===== src/rtl/wb_regbank.sv =====
// Write-back stage: selects MEM/WB result and destination, commits into a 32x32 register
// bank, serves two bypassed read ports, and keeps a one-cycle forwarding history and a write counter.
module wb_regbank #(
  parameter int NREGS = 32
) (
  input  logic        clk,
  input  logic        rst_n,
  input  logic        mem_wb_hold,
  input  logic [31:0] dato_mem_out,
  input  logic [31:0] ALU_out,
  input  logic [4:0]  rd_out,
  input  logic [4:0]  rt_out,
  input  logic        Mux_flag_2_MOUT,
  input  logic        Mux_flag_3_MOUT,
  input  logic        banco_flag_wr_MOUT,
  input  logic [4:0]  ra_addr,
  input  logic [4:0]  rb_addr,
  output logic [31:0] ra_data,
  output logic [31:0] rb_data,
  output logic        fwd_valid,
  output logic [4:0]  fwd_dest,
  output logic [31:0] fwd_data,
  output logic [31:0] wb_count
);

  logic [31:0] wdata;
  logic [4:0]  wdest;
  logic        we;
  logic [31:0] bank_q [NREGS];

  logic        fwd_valid_reg;
  logic [4:0]  fwd_dest_reg;
  logic [31:0] fwd_data_reg;
  logic [31:0] count_reg;

  assign wdata = Mux_flag_2_MOUT ? dato_mem_out : ALU_out;
  assign wdest = Mux_flag_3_MOUT ? rd_out : rt_out;
  // rst_n in the enable keeps the bypass dead during reset; ~hold masks any X/Z on the data inputs.
  assign we    = rst_n & banco_flag_wr_MOUT & ~mem_wb_hold & (wdest != 5'd0);

  genvar gi;
  generate
    for (gi = 0; gi < NREGS; gi++) begin : g_reg
      if (gi == 0) begin : g_zero
        assign bank_q[gi] = 32'd0;
      end else begin : g_flop
        logic [31:0] q_reg;
        always_ff @(posedge clk or negedge rst_n) begin
          if (!rst_n) begin
            q_reg <= 32'd0;
          end else if (we && (wdest == 5'(gi))) begin
            q_reg <= wdata;
          end
        end
        assign bank_q[gi] = q_reg;
      end
    end

    for (gi = 0; gi < 2; gi++) begin : g_port
      logic [4:0]  addr;
      logic [31:0] data;
      assign addr = (gi == 0) ? ra_addr : rb_addr;
      assign data = (addr == 5'd0)              ? 32'd0 :
                    (we && (wdest == addr))     ? wdata :
                                                  bank_q[addr];
    end
  endgenerate

  assign ra_data = g_port[0].data;
  assign rb_data = g_port[1].data;

  always_ff @(posedge clk or negedge rst_n) begin
    if (!rst_n) begin
      fwd_valid_reg <= 1'b0;
      fwd_dest_reg  <= 5'd0;
      fwd_data_reg  <= 32'd0;
      count_reg     <= 32'd0;
    end else begin
      fwd_valid_reg <= we;
      if (we) begin
        fwd_dest_reg <= wdest;
        fwd_data_reg <= wdata;
        count_reg    <= count_reg + 32'd1;
      end
    end
  end

  assign fwd_valid = fwd_valid_reg;
  assign fwd_dest  = fwd_dest_reg;
  assign fwd_data  = fwd_data_reg;
  assign wb_count  = count_reg;

endmodule


===== config.mk =====
export PLATFORM = sky130hd
export DESIGN_NAME = wb_regbank
export DESIGN_NICKNAME = d
export VERILOG_FILES = /design/src/rtl/wb_regbank.sv
export SDC_FILE = /design/constraint.sdc
export NUM_CORES = 2
export LEC_CHECK = 0
export BUFFER_PORTS_ARGS = -buffer_cell sky130_fd_sc_hd__buf_2
export CAP_MARGIN = 30
export CELL_PAD_IN_SITES_DETAIL_PLACEMENT = 2
export CELL_PAD_IN_SITES_GLOBAL_PLACEMENT = 2
export CORE_MARGIN = 2
export CORE_UTILIZATION = 45
export CTS_CLUSTER_DIAMETER = 80
export DETAILED_ROUTE_END_ITERATION = 10
export GPL_TIMING_DRIVEN = 0
export MAX_ROUTING_LAYER = met4
export PLACE_DENSITY = 0.85
export SYNTH_ARGS = -nofsm -noshare
export SYNTH_HDL_FRONTEND = slang
export SYNTH_SLANG_ARGS = --single-unit

===== constraint.sdc =====
create_clock -name clk -period 4 [get_ports clk]
set_clock_uncertainty 0.2 [all_clocks]
set_input_delay 0.6 -clock clk [delete_from_list [all_inputs] [get_ports clk]]
set_output_delay 0.6 -clock clk [all_outputs]
set_load 0.005 [all_outputs]

==> impl_metrics.tcl <==
set metrics [dict create \
    largest_register_ff_count 992 \
    synth_edf_count 0 \
    path_delay_family "buffers and inverters" \
    max_freq_mhz 235 \
    worst_slew_pin_slew_ns 1.17 \
    power_switching_mw 10.3 \
    initial_utilization 0.453 \
    finalHoldViolCount 0 \
    antenna_found_initial 27 \
    ys_seq_area_frac 0.474 \
    syn_nets 5324 \
    cts_tree "yes" \
    htreeDepth 3 \
    cts_buffers 116 \
    nets 5704 \
    min_to "g_reg[30].g_flop.q_reg[29]" \
    vias 52800 \
    hp-class "input port to register" \
    clock_latency_ns 0.80 \
    dp_hpwl_um 200000 \
    cpPeakStageDelay_ns 0.50 \
    path_buf_inv 5 \
    clkTransAtPathRegs_ns 0.06 \
    hold_depth 3 \
    rrSetupSlack_ns 1.37 \
    finalWorstSetupSlack_ns -0.248 \
    yosysWarnings 0 \
    grt_use_total 0.465 \
    grt_setup_unrepaired "yes" \
    drt-total-wl_um 302000 \
    finalCoreUtilization 0.530 \
    vdd_drop_max_v 0.000386 \
    min_from "ALU_out[29]" \
    reg2reg_from "wb_count[2]" \
    layout_common_cells "dfrtp_1, nand2_1, o21ai_0" \
    synth_seq_cells 1062 \
    intPower_mw 20.8 \
    grt_pass1_vias 55900 \
    syn_area_per_cell_um2 10.7 \
    worstReg2RegEnd "wb_count[20]" \
    power.density_mw_per_mm2 474 \
    final_common_cell "dfrtp_1" \
    worstPathRequired_ns 3.20 \
    cts.path.max_buffers 3 \
    place_congestion 1.03 \
    r2r_cells 6 \
    clkPwrFrac 0.383 \
    routedWlPerCell_um 41.1 \
    critical_path.max_fanout 10 \
    die_h_um 357 \
    vias_per_cell 7.16 \
    seq_power_share 0.424 \
    cp-start-kind "input port" \
    synth_area_mm2 0.0560 \
    grt_overflow 0 \
    num_rows 129 \
    p_leak_nw 28.9 \
    status "finished with violations" \
    dp_slack_ns -1.48 \
    crit_type "input port to output port" \
    whs_ns 0.0224 \
    drtAntennaViolNets 0 \
    cts_num_sinks 1062 \
    synthToLayoutAreaGrowth_pct 17.0 \
    power_frac_comb 0.192 \
    ios 224 \
    synthDistinctLibCells 67 \
    period_needed_ns 4.25 \
    period_share 1.06 \
    cp-end-kind "output port" \
    drc_errors 0 \
    dp_cells 7108 \
    relSlewSlack 0.223 \
    cts_root_buf "clkbuf_16" \
    p_sw_frac 0.331 \
    firstDrtPassIters 8 \
    path_cells "clkbuf_2 > buf_4 > buf_4 > clkbuf_2 > a221oi_1 > nor3_1 > nor4_1 > mux2i_2 > buf_2" \
    cp_slowest_cell "nor3_1" \
    cap_violations 0 \
    dieWidth_um 357 \
    synth_ff_type "dfrtp_1" \
    setup_viol 53 \
    netlist_instances 5233 \
    maxSlewViolCount 0 \
    critPathArrivalTime_ns 3.45 \
    violations "setup timing" \
    numPortBuffers 216 \
    die-area_mm2 0.127 \
    drt-initial-drc-count 7079 \
    drive_above_1_share 0.287 \
    worstSetupStartpoint "ra_addr[2]" \
    stdcell_count 7367 \
    grt_max_degree 164 \
    async_flop_share 1.00 \
    core_area_mm2 0.124 \
    grt_pass1_wl_um 413000 \
]
## worst min-delay path: cells and delay by family
family	cells	cell delay [ns]
AO/OA/AOI/OAI	1	0.18
multiplexers	1	0.12
buffers and inverters	1	0.08
## through the flow
| stage | total power, mW | TNS, ns | instance area (µm²) |
|---|---|---|---|
| 2_1_floorplan | 15.8 | 0 | 56000 |
| 3_3_place_gp | 17.6 | - | 59100 |
| 3_5_place_dp | 18.1 | -260.49 | 59500 |
| 4_1_cts | 29.9 | -0.0685 | 64700 |
| 5_1_grt | 31.6 | -1.82 | 65500 |
| 6_report | 31.1 | -5.72 | 65600 |
## timing repair
item | 4_1_cts | 5_1_grt
pin swaps | 10 | 10
setup buffers | 7 | 1
endpoints found under the hold margin | 173 | 0
hold buffers | 11 | 0
gates resized for setup | 275 | 188
gates cloned | 3 | 0
setup endpoints to repair | 66 | 59
## power groups by stage
stage | clock network, mW | logic, mW | registers, mW
5_1_grt | 12.2 | 6.16 | 13.2
3_3_place_gp | 0 | 4.68 | 12.9
2_1_floorplan | 0 | 3.07 | 12.7
6_report | 11.9 | 5.98 | 13.2
3_5_place_dp | 0 | 5.06 | 13.1
4_1_cts | 11.6 | 5.35 | 13.0
## cell type report
type,count,area (µm²)
multi-input combinational,3633,28000
tap,1637,2050
timing repair buffer,267,1950
antenna,25,62.6
fill,12000,58100
clock buffer,161,3310
inverter,12,45.0
sequential,1062,26600
buffer,521,2950
clock inverter,49,656
## how the worst max path moves through the flow
stage                           endpoint  slack (ns)  cells after the start
2_1_floorplan                ra_data[20]        0.93                      8
3_3_place_gp   g_reg[7].g_flop.q_reg[16]      -21.93                      1
3_5_place_dp                 rb_data[21]       -1.48                     10
4_1_cts                      ra_data[20]       -0.07                      9
5_1_grt                       ra_data[1]       -0.14                     11
6_report                      ra_data[2]       -0.25                      9
## synth_stat cells, drive strengths merged (2+ instances only)
master   instances  area, µm²
dfrtp         1062      26600
nand2          733       2750
o21ai          710       3580
nor2           432       1640
mux4           323       7270
a21oi          322       1790
mux2           312       3520
clkbuf         306       1150
buf            220       1330
mux2i          164       1660
nor3           132        693
o22ai          125        796
nor4            73        512
a221oi          62        543
a22o            61        534
nor2b           39        244
nand3           26        180
xor2            21        184
xnor2           20        183
inv             12       45.1
nand4           10       96.4
and3             9       56.3
nand2b           9       56.3
o2111ai          9        236
a32o             5       50.1
nor3b            5       42.5
or2              5       31.3
nand3b           4       30.0
a2111oi          3       26.3
and3b            2       17.5
and4             2       17.5
and4b            2       20.0
## metal layers
| layer | track usage | vias up | share of wire |
|---|---|---|---|
| met3 | 0.161 | 1457 | 0.12 |
| met5 | - | - | 0 |
| li1 | - | 19700 | - |
| met2 | 0.690 | 3981 | 0.44 |
| met1 | 0.547 | 27600 | 0.35 |
| met4 | 0.272 | 0 | 0.084 |
## logic make-up (layout without fill, tap and decap cells)
logic type               after synthesis  count (layout)  share of synthesized area
AND/OR/NAND/NOR                     1486            1486                      0.115
other                                  0              25                          0
multiplexers                         799             799                      0.222
flip-flops                          1062            1062                      0.474
buffers and inverters                538            1010                     0.0450
AO/OA/AOI/OAI                       1306            1306                      0.137
XOR/XNOR                              41              41                    0.00655
adder cells (fa/ha/maj)                1               1                   0.000223
Power figures use the tool's default switching activity.
